File: src/rtl/ps2_pkg.sv
// Shared definitions for the PS/2 keyboard receiver: FSM encodings,
// prefix scancodes and the layout of a buffered key event.
package ps2_pkg;

   localparam logic [1:0] ST_IDLE   = 2'd0;
   localparam logic [1:0] ST_DATA   = 2'd1;
   localparam logic [1:0] ST_PARITY = 2'd2;
   localparam logic [1:0] ST_STOP   = 2'd3;

   localparam logic [7:0] PS2_EXT = 8'hE0;
   localparam logic [7:0] PS2_REL = 8'hF0;

   localparam int EVT_W        = 10;
   localparam int EVT_CODE_LSB = 0;
   localparam int EVT_EXT_BIT  = 8;
   localparam int EVT_REL_BIT  = 9;

   typedef logic [EVT_W-1:0] ps2_event_t;

   function automatic ps2_event_t make_event(input logic rel, input logic ext,
                                             input logic [7:0] code);
      ps2_event_t evt;
      evt                          = '0;
      evt[EVT_CODE_LSB +: 8]       = code;
      evt[EVT_EXT_BIT]             = ext;
      evt[EVT_REL_BIT]             = rel;
      return evt;
   endfunction

endpackage

File: src/rtl/ps2_event_fifo.sv
// Small first-word-fall-through event buffer; a push into a full buffer is
// dropped and flagged unless a pop frees a slot in the same cycle.
module ps2_event_fifo #(
   parameter int WIDTH = 10,
   parameter int DEPTH = 4
) (
   input  logic             clk,
   input  logic             rst_n,
   input  logic             push,
   input  logic [WIDTH-1:0] push_data,
   input  logic             pop_req,
   output logic             valid,
   output logic [WIDTH-1:0] head,
   output logic             overflow
);

   localparam int AW    = (DEPTH > 1) ? $clog2(DEPTH) : 1;
   localparam int CNT_W = AW + 1;

   logic [WIDTH-1:0] mem_q [DEPTH];
   logic [WIDTH-1:0] mem_d [DEPTH];
   logic [AW-1:0]    wr_ptr_q, wr_ptr_d;
   logic [AW-1:0]    rd_ptr_q, rd_ptr_d;
   logic [CNT_W-1:0] count_q, count_d;
   logic             ovf_q, ovf_d;
   logic             full;
   logic             do_pop;
   logic             do_push;

   always_comb begin
      mem_d    = mem_q;
      wr_ptr_d = wr_ptr_q;
      rd_ptr_d = rd_ptr_q;
      count_d  = count_q;
      full     = (count_q == CNT_W'(DEPTH));
      do_pop   = (count_q != '0) && pop_req;
      do_push  = push && (!full || do_pop);
      ovf_d    = push && full && !do_pop;

      if (do_push) begin
         mem_d[wr_ptr_q] = push_data;
         wr_ptr_d        = wr_ptr_q + AW'(1);
      end
      if (do_pop) begin
         rd_ptr_d = rd_ptr_q + AW'(1);
      end
      if (do_push && !do_pop) begin
         count_d = count_q + CNT_W'(1);
      end else if (do_pop && !do_push) begin
         count_d = count_q - CNT_W'(1);
      end
   end

   always_ff @(posedge clk or negedge rst_n) begin
      if (!rst_n) begin
         for (int i = 0; i < DEPTH; i++) begin
            mem_q[i] <= '0;
         end
         wr_ptr_q <= '0;
         rd_ptr_q <= '0;
         count_q  <= '0;
         ovf_q    <= 1'b0;
      end else begin
         mem_q    <= mem_d;
         wr_ptr_q <= wr_ptr_d;
         rd_ptr_q <= rd_ptr_d;
         count_q  <= count_d;
         ovf_q    <= ovf_d;
      end
   end

   assign valid    = (count_q != '0);
   assign head     = mem_q[rd_ptr_q];
   assign overflow = ovf_q;

endmodule

File: src/rtl/ps2_kbd_rx.sv
// PS/2 keyboard receiver: conditions the two lines, deserializes 11-bit
// frames, folds E0/F0 prefixes into one event and queues events.
module ps2_kbd_rx
   import ps2_pkg::*;
#(
   parameter int DEGLITCH   = 4,
   parameter int TIMEOUT    = 20000,
   parameter int FIFO_DEPTH = 4
) (
   input  logic       clk_sys,
   input  logic       reset_n,
   input  logic       ps2_clk,
   input  logic       ps2_data,
   output logic       key_valid,
   input  logic       key_ready,
   output logic [7:0] key_code,
   output logic       key_ext,
   output logic       key_rel,
   output logic       err_frame,
   output logic       err_overflow,
   output logic       busy
);

   localparam int DG_W = (DEGLITCH > 1) ? $clog2(DEGLITCH + 1) : 1;
   localparam int TO_W = $clog2(TIMEOUT + 1);

   logic            clk_meta_q, clk_meta_d, clk_sync_q, clk_sync_d;
   logic            dat_meta_q, dat_meta_d, dat_sync_q, dat_sync_d;
   logic            clk_filt_q, clk_filt_d, dat_filt_q, dat_filt_d;
   logic [DG_W-1:0] clk_cnt_q, clk_cnt_d, dat_cnt_q, dat_cnt_d;
   logic            clk_prev_q, clk_prev_d;
   logic            fall;
   logic            bit_in;

   logic [1:0]      state_q, state_d;
   logic [2:0]      bit_cnt_q, bit_cnt_d;
   logic [7:0]      shift_q, shift_d;
   logic            parity_q, parity_d;
   logic            parity_ok_q, parity_ok_d;
   logic [TO_W-1:0] tmo_q, tmo_d;
   logic            tmo_hit;
   logic            ext_q, ext_d, rel_q, rel_d;
   logic            err_q, err_d;
   logic            push_q, push_d;
   ps2_event_t      evt_q, evt_d;
   ps2_event_t      head;

   // A filtered line only follows its synchronized input after DEGLITCH
   // consecutive samples of the new level.
   always_comb begin
      clk_meta_d = ps2_clk;
      clk_sync_d = clk_meta_q;
      dat_meta_d = ps2_data;
      dat_sync_d = dat_meta_q;
      clk_filt_d = clk_filt_q;
      dat_filt_d = dat_filt_q;
      clk_cnt_d  = '0;
      dat_cnt_d  = '0;
      if (clk_sync_q != clk_filt_q) begin
         if (clk_cnt_q == DG_W'(DEGLITCH - 1)) begin
            clk_filt_d = clk_sync_q;
         end else begin
            clk_cnt_d = clk_cnt_q + DG_W'(1);
         end
      end
      if (dat_sync_q != dat_filt_q) begin
         if (dat_cnt_q == DG_W'(DEGLITCH - 1)) begin
            dat_filt_d = dat_sync_q;
         end else begin
            dat_cnt_d = dat_cnt_q + DG_W'(1);
         end
      end
      clk_prev_d = clk_filt_q;
      fall       = clk_prev_q && !clk_filt_q;
      bit_in     = dat_filt_q;
   end

   always_comb begin
      state_d     = state_q;
      bit_cnt_d   = bit_cnt_q;
      shift_d     = shift_q;
      parity_d    = parity_q;
      parity_ok_d = parity_ok_q;
      ext_d       = ext_q;
      rel_d       = rel_q;
      err_d       = 1'b0;
      push_d      = 1'b0;
      evt_d       = evt_q;

      if (fall || (state_q == ST_IDLE)) begin
         tmo_d = '0;
      end else begin
         tmo_d = tmo_q + TO_W'(1);
      end
      tmo_hit = (state_q != ST_IDLE) && !fall && (tmo_q == TO_W'(TIMEOUT - 1));

      if (tmo_hit) begin
         state_d = ST_IDLE;
         tmo_d   = '0;
         err_d   = 1'b1;
         ext_d   = 1'b0;
         rel_d   = 1'b0;
      end else if (fall) begin
         case (state_q)
            ST_IDLE: begin
               if (!bit_in) begin
                  bit_cnt_d = 3'd0;
                  parity_d  = 1'b1;
                  state_d   = ST_DATA;
               end
            end
            ST_DATA: begin
               shift_d   = {bit_in, shift_q[7:1]};
               parity_d  = parity_q ^ bit_in;
               bit_cnt_d = bit_cnt_q + 3'd1;
               if (bit_cnt_q == 3'd7) begin
                  state_d = ST_PARITY;
               end
            end
            ST_PARITY: begin
               parity_ok_d = (bit_in == parity_q);
               state_d     = ST_STOP;
            end
            default: begin
               state_d = ST_IDLE;
               if (bit_in && parity_ok_q) begin
                  if (shift_q == PS2_EXT) begin
                     ext_d = 1'b1;
                  end else if (shift_q == PS2_REL) begin
                     rel_d = 1'b1;
                  end else begin
                     push_d = 1'b1;
                     evt_d  = make_event(rel_q, ext_q, shift_q);
                     ext_d  = 1'b0;
                     rel_d  = 1'b0;
                  end
               end else begin
                  err_d = 1'b1;
                  ext_d = 1'b0;
                  rel_d = 1'b0;
               end
            end
         endcase
      end
   end

   // Line-conditioning stages reset to 1 so an idle bus never looks like an edge.
   always_ff @(posedge clk_sys or negedge reset_n) begin
      if (!reset_n) begin
         clk_meta_q  <= 1'b1;
         clk_sync_q  <= 1'b1;
         dat_meta_q  <= 1'b1;
         dat_sync_q  <= 1'b1;
         clk_filt_q  <= 1'b1;
         dat_filt_q  <= 1'b1;
         clk_cnt_q   <= '0;
         dat_cnt_q   <= '0;
         clk_prev_q  <= 1'b1;
         state_q     <= ST_IDLE;
         bit_cnt_q   <= 3'd0;
         shift_q     <= 8'd0;
         parity_q    <= 1'b0;
         parity_ok_q <= 1'b0;
         tmo_q       <= '0;
         ext_q       <= 1'b0;
         rel_q       <= 1'b0;
         err_q       <= 1'b0;
         push_q      <= 1'b0;
         evt_q       <= '0;
      end else begin
         clk_meta_q  <= clk_meta_d;
         clk_sync_q  <= clk_sync_d;
         dat_meta_q  <= dat_meta_d;
         dat_sync_q  <= dat_sync_d;
         clk_filt_q  <= clk_filt_d;
         dat_filt_q  <= dat_filt_d;
         clk_cnt_q   <= clk_cnt_d;
         dat_cnt_q   <= dat_cnt_d;
         clk_prev_q  <= clk_prev_d;
         state_q     <= state_d;
         bit_cnt_q   <= bit_cnt_d;
         shift_q     <= shift_d;
         parity_q    <= parity_d;
         parity_ok_q <= parity_ok_d;
         tmo_q       <= tmo_d;
         ext_q       <= ext_d;
         rel_q       <= rel_d;
         err_q       <= err_d;
         push_q      <= push_d;
         evt_q       <= evt_d;
      end
   end

   ps2_event_fifo #(
      .WIDTH (EVT_W),
      .DEPTH (FIFO_DEPTH)
   ) u_fifo (
      .clk       (clk_sys),
      .rst_n     (reset_n),
      .push      (push_q),
      .push_data (evt_q),
      .pop_req   (key_ready),
      .valid     (key_valid),
      .head      (head),
      .overflow  (err_overflow)
   );

   assign key_code  = head[EVT_CODE_LSB +: 8];
   assign key_ext   = head[EVT_EXT_BIT];
   assign key_rel   = head[EVT_REL_BIT];
   assign err_frame = err_q;
   assign busy      = (state_q != ST_IDLE);

endmodule
File: config.mk
export PLATFORM = sky130hd
export DESIGN_NAME = ps2_kbd_rx
export DESIGN_NICKNAME = d
export VERILOG_FILES = /design/src/rtl/ps2_pkg.sv /design/src/rtl/ps2_event_fifo.sv /design/src/rtl/ps2_kbd_rx.sv
export SDC_FILE = /design/constraint.sdc
export NUM_CORES = 1
export LEC_CHECK = 0
export CAP_MARGIN = 25
export CORE_MARGIN = 4
export CORE_UTILIZATION = 40
export DETAILED_ROUTE_END_ITERATION = 6
export SLEW_MARGIN = 20
export SYNTH_ARGS = -nofsm -noshare
export SYNTH_HDL_FRONTEND = slang
export SYNTH_SLANG_ARGS = --single-unit
File: constraint.sdc
create_clock -name clk_sys -period 2 [get_ports clk_sys]
set_input_delay 0.3 -clock clk_sys [delete_from_list [all_inputs] [get_ports clk_sys]]
set_output_delay 0.3 -clock clk_sys [all_outputs]
set_load 0.02 [all_outputs]
Word level (Yosys, flattened, before mapping):

Index checks and enable logic that the tools add are counted.

* $lt $le $gt $ge: 3
* multiplexer cells: 45
* bitwise logic cells: 7
* divide/modulo/power cells: 0
* equal/unequal tests: 18
* shift-type cells: 0
* multiply operators: 0
* add/sub/neg operators: 8
* reductions and logical operators: 34

Operator list (count)
* $bwmux W40: 1
* $mux W10: 3
* $mux W15: 2
* $mux W1: 23
* $mux W3: 7
* $bmux W10 S2: 1
* $demux W10 S2: 1
* $eq A8 B8 Y1 const B: 2
* $add A15 B1 Y15 const B: 1
* $eq A15 B15 Y1 const B: 1
* $reduce_and A3 Y1: 5
* $add A3 B1 Y3 const B: 4
* $logic_and A1 B1 Y1: 11
* $ne A3 B3 Y1 const B: 3
* $mux W2: 4
* $reduce_bool A2 Y1: 4
* $eq A3 B2 Y1 const B: 2
* $eq A3 B3 Y1 const B: 2
* $ge A3 B3 Y1 const B: 2
* $not A2 Y3: 2
* $pmux W2 S3: 1
* $pmux W3 S2: 1
* $reduce_and A6 Y1: 1
* $logic_not A1 Y1: 5
* 19 further kinds: 26

* bits in latches: 0
* memory bits (writable): 0
* bits in read-only memories: 0
* output and inout port bits: 14
* memories: 0
* register bits: 105
* bits of input ports: 5

Logic depth before layout (Yosys ltp):

Gate-level depths: netlist of the first run.

* depth in word-level cells: 8
* gate-level depth with buffers: 9

Hierarchy:

From an unflattened synthesis of the first run, not the netlist that was laid out.

* cells, all modules: 348
* area total of the unflattened synthesis: 4984.8 µm²

Modules (own cells, without submodules)
* ps2_kbd_rx: cells each 214, seq. area each 1435.1 µm², instances 1, area each 2606.2 µm²
* ps2_event_fifo: cells each 134, seq. area each 1201.2 µm², instances 1, area each 2378.5 µm²

Least setup slack after synthesis of the first run:

Ideal clock, no wire load.

* kind: flip-flop to flip-flop
* start: register u_fifo.count_q[0]
* end: register u_fifo.count_q[2]
* stages on the path, launching flop included: 9
* period minus slack after synthesis: 2.197 ns
* library setup time: 0.079 ns
* arrival: 2.118 ns
* setup slack: -0.197 ns
* cell sequence: dfrtp_1 or3_1 nand2_1 ha_1 inv_1 fa_1 xor2_1 nor2_1 xor2_1

* cells in the longest elaborated chain, start to end: 7
* elaborated cells between the ends (all ways): 15
* classes of those cells: 2 x add/sub; 1 x eq/ne; 2 x mux; 10 x reduce/logical

Ends and longest elaborated chain
* start: declaration: line ps2_event_fifo.sv:24 `logic [CNT_W-1:0] count_q, count_d;`
* start signal: assignment: line ps2_event_fifo.sv:67 `count_q <= count_d;`
* $reduce_bool A3 Y1 (*)
* net key_valid: line ps2_kbd_rx.sv:14 `output logic key_valid,`
* $logic_and A1 B1 Y1 (*): line ps2_event_fifo.sv:36 `do_pop = (count_q != '0) && pop_req;`
* $logic_or A1 B1 Y1: line ps2_event_fifo.sv:37 `do_push = push && (!full || do_pop);`
* $logic_and A1 B1 Y1: line ps2_event_fifo.sv:37
* $logic_not A1 Y1: line ps2_event_fifo.sv:49 `end else if (do_pop && !do_push) begin`
* $logic_and A1 B1 Y1: line ps2_event_fifo.sv:49
* $reduce_bool A2 Y1 (no source line)

Mark *: on every way through the listed nets, which the timed path passes. The rest lies on a longest branch. The select of a mux whose other input is x is not followed.
A chain may end at the register's enable or synchronous reset.

Worst setup path in the final report of the first run:

* start: register u_fifo.count_q[1]
* end: register u_fifo.count_q[2]

* cells in the longest elaborated chain, start to end: 7
* elaborated cells between the ends (all ways): 15
* classes of those cells: 2 x add/sub; 1 x eq/ne; 2 x mux; 10 x reduce/logical

Ends and longest elaborated chain
* parallel branches: the longest is 7 deep, another holds $sub A3 B1 Y3

Several ways; the timed one is not identified. The select of a mux whose other input is x is not followed.

==> impl_metrics.ini, run 1 <==
[routing]
vias_per_cell = 5.042
first_pass_iters = 4
post_drt_wl_per_cell_um = 14.74
drc = 0
antenna_left = 0
drt_iter0_drc = 110
via_count = 2748
routed_wl_mm = 8.036

[yosys]
yosysWarnings = 0
postSynth.asyncResetShare_pct = 100.0
ys_types = 53
ys_seq_area_share_pct = 55.68
synth-seq-cells = 105
synth.most_common_cell = dfrtp_1
synthesis.area_um2 = 4735
synth_top_area_share_pct = 51.80
synthTopCellsByCount = dfrtp_1, mux2_2, nor2_1
synth_edf_count = 0
syn_avg_cell_area_um2 = 13.37
synth_top_area_cell = dfrtp_1
postSynthCellCount = 354
yosys-top-cells-area = dfrtp_1, mux2_2, mux4_2, dfstp_2, ha_1
synthFlopType = dfrtp_1
syn_nets = 374

[finish]
stdcell_area_um2 = 5565
final_cells = 545
nNetsFinal = 417
drive_above_1_share_pct = 34.33
antenna_cells = 0
nFillCells = 1019
syn_to_final_growth_pct = 17.55
multi_input_area_um2 = 2029
register_area_um2 = 2636

[clocking]
worstSkewPairLatency_ns = 0.34
clkSlewWorstSetupHoldPaths_ns = 0.07
htree_levels = 3
clk_path_buf_depth = 2
numCtsBuffers = 9
clock_sinks = 105
cts_tree = built
root_buffer = clkbuf_16

[power]
power_density_nw_per_um2 = 1161
finalPower_mw = 6.460
ir_worst_vdd_mv = 0.6271
p_leak_nw = 2.643

[floorplan]
die_area_um2 = 13640
io_pins = 19
core_um2 = 11520
start_util_pct = 41.11
die_h_um = 116.8
row_count = 39
dieWidth_um = 116.8

[worst_setup_path]
crit_type = flop to flop
critical_path_arrival_ns = 2.23
crit_fanout = 3
critPathRequiredTime_ns = 2.27
endpoint_kind = flop
setup.worst_path.start_class = flop

[timing]
rsz0062_at_grt = yes
setup_tns_ns = 0
worst_slack_ns = 0.03781
final.period_utilization_pct = 98.11
timing.final.hold_violations = 0
finalSetupViolations = 0
worst_pin_slew_ns = 0.4776
relSlewSlack_pct = 67.92
slew_violations = 0
period_needed_ns = 1.962
fmax_ghz = 0.5096
skew_ns = 0.006836

[run]
cap_violations = 0

[global_route]
grt_usage_pct = 13.37
grt_pass1_wl_mm = 14.27
grt_max_degree = 69
gr-total-overflow = 0
antenna_found_initial = 0
grt_pass1_vias = 2878

[place]
place_area_um2 = 5234
dpl_worst_slack_ns = -0.2504
io_buffer_count = 18
gp_congestion = 0.7827
dp.final_hpwl_mm = 5.476
dp.cells = 524

[status]
outcome = completed

[hold_path]
hp-class = flop to flop
## state kept, by name (all words and copies together) (netlist names), 3 cells and up
signal,cells
bit_cnt_q,3
clk_cnt_q,3
dat_cnt_q,3
evt_q,10
shift_q,8
tmo_q,15
u_fifo.count_q,3
u_fifo.mem_q,40
## logic make-up after synthesis
logic type | count (synthesis) | share of synthesized area (%)
AND/OR/NAND/NOR | 99 | 11.92
flip-flops | 105 | 55.68
AO/OA/AOI/OAI | 22 | 3.171
adder cells (fa/ha/maj) | 15 | 4.123
multiplexers | 69 | 18.76
XOR/XNOR | 22 | 4.070
buffers and inverters | 22 | 2.273
## report_power, final
part           total (mW)  switching (mW)  internal [mW]
combinational        1.80           0.912          0.888
clock                1.91           0.749           1.16
sequential           2.75           0.284           2.47
## final timing paths
kind / from / endpoint / slack [ns] / depth (start not counted)
setup / recovery: u_fifo.count_q[1]$_DFFE_PN0P_ / u_fifo.count_q[2]$_DFFE_PN0P_ / 0.04 / 8
hold reg to reg: dat_meta_q$_DFF_PN1_ / dat_sync_q$_DFF_PN1_ / 0.36 / 0
hold / removal: dat_meta_q$_DFF_PN1_ / dat_sync_q$_DFF_PN1_ / 0.36 / 0
min in group asynchronous: reset_n / u_fifo.mem_q[33]$_DFFE_PN0P_ / 0.39 / 2
max in group asynchronous: reset_n / bit_in$_DFFE_PN1P_ / 0.92 / 3
setup reg to reg: u_fifo.count_q[1]$_DFFE_PN0P_ / u_fifo.count_q[2]$_DFFE_PN0P_ / 0.04 / 8
## worst max-delay path, stage by stage (launching register included)
cell and delay [ns]:
dfrtp_1 0.42, or3_4 0.43, nand2_4 0.08, ha_4 0.12, inv_1 0.05, fa_2 0.38, xor2_1 0.16, nor2_1 0.11
xor2_1 0.14
## cells in the final DEF, fill, tap and decap left out, drive strengths merged, types with 3 or more instances in the layout
cell,count
a21oi,3
buf,34
clkbuf,11
clkdlybuf4s50,5
dfrtp,98
dfstp,7
ha,14
inv,12
mux2,58
mux4,10
nand2,25
nand3,10
nor2,27
nor2b,7
nor3,9
nor4,5
o21ai,8
xnor2,18
xor2,4
## cell type report
| type | instances | share of cell area (%) |
|---|---|---|
| repair buffers | 42 | 6.205 |
| inverters | 12 | 0.8094 |
| well taps | 143 | 3.215 |
| flip-flops and latches | 105 | 47.37 |
| multi-input cells | 227 | 36.47 |
| clock buffers | 11 | 4.541 |
| clock inverters | 5 | 1.394 |
## layer usage
layer	track usage, %	wire length (µm)	vias to the layer above
li1	-	-	1335
met1	18.06	3888	1368
met2	21.12	3793	37
met3	3.548	244	8
met4	4.358	109	0
met5	0	0	-
## stage by stage
step | hold slack (ns) | util [%]
2_1_floorplan | 0.004409 | -
3_3_place_gp | 0.2171 | 45.45
3_5_place_dp | 0.2200 | 45.45
4_1_cts | 0.3481 | 48.62
5_1_grt | 0.3490 | 48.33
6_report | 0.3567 | 48.33
## timing repair
| item | CTS | global route |
|---|---|---|
| setup buffers | 3 | 1 |
| hold buffers | 1 | 0 |
| resized for setup | 32 | 13 |
| endpoints found under the setup margin | 13 | 11 |
| pin swaps | 1 | 3 |
| endpoints found under the hold margin | 21 | 0 |
Power figures use the tool's default switching activity.
==> inputs of run 2 (changes only) <==
- clock period: 2 -> 1.9 ns (I/O delays scaled with it)
==> run 2 against run 1 <==
  * Critical path depth down 5
  * Cell area down 0.40%
  * Non-clock buffer count down 4
  * Clock power up 8%
  * Wire length up 2.9%
  * Hold slack worse by 0.012 ns
  * Critical path type is now flop to primary output
  * Critical endpoint is now key_rel
  * Largest cell class unchanged
==> impl_metrics.ini, run 2 (same netlist as run 1, synthesis figures left out) <==
[status]
outcome = completed

[global_route]
grt_pass1_wl_mm = 14.23
top_usage_layer = met2
grt_use_met3_pct = 4.113
grt_max_degree = 42
gr-usage-met1_pct = 18.10
gr-total-overflow = 0
grt_pass1_vias = 2834
grt_usage_pct = 13.39
antenna_found_initial = 0
grt_use_met2_pct = 20.97

[worst_setup_path]
crit_cells = 3
path_buf_inv = 2
setup.worst_path.start_class = flop
cp_slowest_stage_delay_ns = 0.52
ff2ff_path_depth = 8
path_cells = buf_12, mux4_2, buf_2
crit_type = flop to primary output
cp_slowest_cell = mux4_2
critPathRequiredTime_ns = 1.62
crit_fanout = 12
r2r_slack_ns = 0.03
critical_path_arrival_ns = 1.59
crit_family = multiplexers
endpoint_kind = primary output

[power]
p_leak_nw = 2.627
power_density_nw_per_um2 = 1228
ir_worst_vdd_mv = 0.6467

[timing]
setup_tns_ns = 0
final.period_utilization_pct = 98.88
skew_ns = 0.006630
relSlewSlack_pct = 71.67
whs_ns = 0.3445
timing.final.hold_violations = 0
slew_violations = 0
rsz0062_at_grt = yes
worst_slack_ns = 0.02123
finalSetupViolations = 0
fmax_ghz = 0.5323
worst_pin_slew_ns = 0.4217
period_needed_ns = 1.879

[floorplan]
core_um2 = 11520
row_count = 39
die_area_um2 = 13640
io_pins = 19
start_util_pct = 41.11
dieWidth_um = 116.8
die_h_um = 116.8

[routing]
routed_wl_mm = 8.267
via_count = 2770
vias_per_cell = 5.120
drc = 0
antenna_left = 0
post_drt_wl_per_cell_um = 15.28
first_pass_iters = 4
drt_iter0_drc = 139

[hold_path]
whs_path_depth = 1
hp-class = input pin to flop

[finish]
regMostFlops = u_fifo.mem_q
drive_above_1_share_pct = 33.17
reg.largest.list = u_fifo.mem_q x40, tmo_q x15, evt_q x10
syn_to_final_growth_pct = 17.07
largest_reg_flops = 40
final_cells = 541
final_common_cell = dfrtp_1
nNetsFinal = 413
final_cell_mix = dfrtp_1, mux2_2, nor2_1, nand2_1, xnor2_1
antenna_cells = 0

[clocking]
clock_sinks = 105
htree_levels = 3
clkSlewWorstSetupHoldPaths_ns = 0.07
numCtsBuffers = 9
clk_path_buf_depth = 2
cts_tree = built
worstSkewPairLatency_ns = 0.34
root_buffer = clkbuf_16

[place]
dp.cells = 523
dp.final_hpwl_mm = 5.638
dpl_worst_slack_ns = -0.2838
gp_congestion = 0.7603
io_buffer_count = 18

[run]
cap_violations = 0
[run 2: stage by stage]
| stage | power (mW) | area [µm²] | utilization [%] |
|---|---|---|---|
| after floorplan | 4.168 | 4766 | - |
| after global placement | 4.741 | 5241 | 45.51 |
| after detailed placement | 4.802 | 5241 | 45.51 |
| after CTS | 6.914 | 5543 | 48.13 |
| after global routing | 7.248 | 5543 | 48.13 |
| final | 6.809 | 5543 | 48.13 |
[run 2: final timing paths]
path,start,to
worst min register to register,clk_meta_q$_DFF_PN1_,clk_sync_q$_DFF_PN1_
worst max register to register,u_fifo.count_q[2]$_DFFE_PN0P_,u_fifo.count_q[2]$_DFFE_PN0P_
min in group asynchronous,reset_n,u_fifo.count_q[1]$_DFFE_PN0P_
max in group asynchronous,reset_n,clk_filt_q$_DFFE_PN1P_
worst max-delay path,u_fifo.rd_ptr_q[0]$_DFFE_PN0P_,key_rel
worst min-delay path,ps2_clk,clk_meta_q$_DFF_PN1_
[run 2: where the power goes]
group | switching, mW | total (mW) | leakage, nW | internal, mW
Clock | 0.785 | 2.07 | 0.164 | 1.29
Combinational | 0.950 | 1.83 | 1.07 | 0.883
Sequential | 0.306 | 2.90 | 1.39 | 2.60
Total | 2.04 | 6.81 | 2.63 | 4.77
[run 2: layout make-up]
cell class | count | area (µm²)
fillers | 1036 | 5973
inverters | 12 | 45.04
clock inverters | 5 | 103.9
well taps | 143 | 178.9
repair buffers | 38 | 327.8
flip-flops and latches | 105 | 2636
multi-input cells | 227 | 2018
clock buffers | 11 | 232.7
[run 2: timing repair]
action                                 in CTS  in global routing
setup endpoints to repair                  13                  8
gates resized for setup                    42                  0
endpoints found under the hold margin      27                  0
buffers inserted                            1                  0
pin swaps                                   0                  1
hold buffers                                1                  0
cloned                                      0                  0
[run 2: routing by layer]
metal	vias up	routed length [µm]
met5	-	0
met2	31	3938
met3	6	259
met4	0	87
met1	1404	3981
li1	1329	-
==> inputs of run 3 (changes only) <==
- CORE_UTILIZATION: 40 -> 60
- PLACE_DENSITY: default -> 0.79
==> run 3 against run 2 <==
  * Die area decreased by 31%
  * First-iteration DRC count decreased by 6.5%
  * Via count increased by 1.3%
  * Cell count decreased by 6.8%
  * Total power decreased by 5.3%
  * Cell area decreased by 0.86%
  * Maximum frequency decreased by 0.86%
  * Critical path type unchanged
  * Critical endpoint is now key_ext
  * Largest power group unchanged
==> impl_metrics.ini, run 3 (same netlist as run 1, synthesis figures left out) <==
[global_route]
grt_usage_pct = 18.98
gr-usage-met1_pct = 23.83
grt_use_met2_pct = 32.54
grt_pass1_wl_mm = 14.45
top_usage_layer = met2
grt_pass1_vias = 3047
gr-total-overflow = 0
antenna_found_initial = 0
grt_use_met3_pct = 4.903
grt_max_degree = 49

[finish]
syn_to_final_growth_pct = 16.07
largest_reg_flops = 40
regMostFlops = u_fifo.mem_q
antenna_cells = 0
final_util_pct = 71.48
drive_above_1_share_pct = 34.83
final_cell_mix = dfrtp_1, mux2_2, nor2_1, nand2_1, buf_4
nNetsFinal = 417
final_common_cell = dfrtp_1
reg.largest.list = u_fifo.mem_q x40, tmo_q x15, evt_q x10

[timing]
finalSetupViolations = 0
whs_ns = 0.3190
fmax_ghz = 0.5277
timing.final.hold_violations = 0
worst_pin_slew_ns = 0.4134
rsz0062_at_grt = yes
skew_ns = 0.01154
relSlewSlack_pct = 72.23
final.period_utilization_pct = 99.74
slew_violations = 0
period_needed_ns = 1.895

[worst_setup_path]
endpoint_kind = primary output
setup.worst_path.start_class = flop
critical_path_arrival_ns = 1.61
crit_type = flop to primary output
crit_fanout = 5
critPathRequiredTime_ns = 1.62

[floorplan]
die_area_um2 = 9376
dieWidth_um = 96.83
row_count = 32
die_h_um = 96.83
core_um2 = 7687
io_pins = 19
start_util_pct = 61.59

[routing]
via_count = 2805
drt_iter0_drc = 130
antenna_left = 0
first_pass_iters = 4
drc = 0
post_drt_wl_per_cell_um = 16.45
vias_per_cell = 5.565
routed_wl_mm = 8.292

[clocking]
clk_path_buf_depth = 2
numCtsBuffers = 9
clock_sinks = 105
htree_levels = 3
root_buffer = clkbuf_8
worstSkewPairLatency_ns = 0.36
cts_tree = built
clkSlewWorstSetupHoldPaths_ns = 0.10

[place]
gp_congestion = 0.8000
io_buffer_count = 18
dp.final_hpwl_mm = 5.397

[run]
cap_violations = 0

[hold_path]
hp-class = input pin to flop

[power]
p_leak_nw = 2.609
ir_worst_vdd_mv = 0.8134
power_density_nw_per_um2 = 1173

[status]
outcome = completed
==> run 3: changes by cell type in the layout (fill, tap and decap cells not counted), sizes merged <==
cell           change
clkdlybuf4s15      +1
buf                +3
dlygate4sd2        -1
clkinvlp           +1
==> run 3: layout make-up <==
class	count	area, µm²
Clock inverter	6	107.6
Fill cell	517	2192
Multi-Input combinational cell	227	2022
Sequential cell	105	2638
Timing Repair Buffer	42	427.9
Clock buffer	10	127.6
Tap cell	102	127.6
Inverter	12	45.04
==> run 3: per-stage QoR <==
stage,total power [mW],cells,worst slack [ns],setup TNS (ns),instance area [µm²]
floorplan,4.168,354,0.0002449,0,4766
global route,6.864,504,-0.04377,-0.4041,5495
CTS,6.427,501,-0.02253,-0.1346,5388
global placement,4.697,482,-0.2527,-4.192,5177
finish,6.446,504,0.004950,0,5495
detailed placement,4.784,482,-0.2854,-5.784,5177
==> run 3: path summary, 6_finish.rpt <==
kind | from | endpoint | cells after the start | slack [ns]
setup / recovery | u_fifo.rd_ptr_q[0]$_DFFE_PN0P_ | key_ext | 3 | 0.005
hold / removal | ps2_clk | clk_meta_q$_DFF_PN1_ | 1 | 0.32
setup reg to reg | u_fifo.count_q[2]$_DFFE_PN0P_ | u_fifo.count_q[2]$_DFFE_PN0P_ | 8 | 0.02
hold reg to reg | clk_meta_q$_DFF_PN1_ | clk_sync_q$_DFF_PN1_ | 0 | 0.36
max in group asynchronous | reset_n | clk_filt_q$_DFFE_PN1P_ | 3 | 0.92
min in group asynchronous | reset_n | u_fifo.mem_q[23]$_DFFE_PN0P_ | 2 | 0.36
==> run 3: routing by layer <==
layer | routed length, µm | up-vias
met3 | 224 | 11
met2 | 4326 | 40
met5 | 0 | -
met1 | 3628 | 1424
li1 | - | 1330
met4 | 113 | 0
==> run 3: worst max-delay path, cell delays in order (launching register included) <==
cell and delay, ns:
dfrtp_2 0.43, clkbuf_16 0.17, mux4_2 0.50, buf_6 0.15
==> run 3: what timing repair did <==
item	in CTS	in global routing
resized for setup	44	22
pin swaps	5	4
hold endpoints to repair	22	0
buffers inserted	2	2
cloned	0	1
hold buffers	1	0
setup endpoints to repair	13	13
==> run 3: power by group <==
| group | internal (mW) | switching [mW] | leakage, nW |
|---|---|---|---|
| logic | 0.955 | 0.971 | 1.10 |
| clock network | 0.872 | 0.731 | 0.116 |
| registers | 2.60 | 0.322 | 1.39 |
| total | 4.42 | 2.02 | 2.61 |
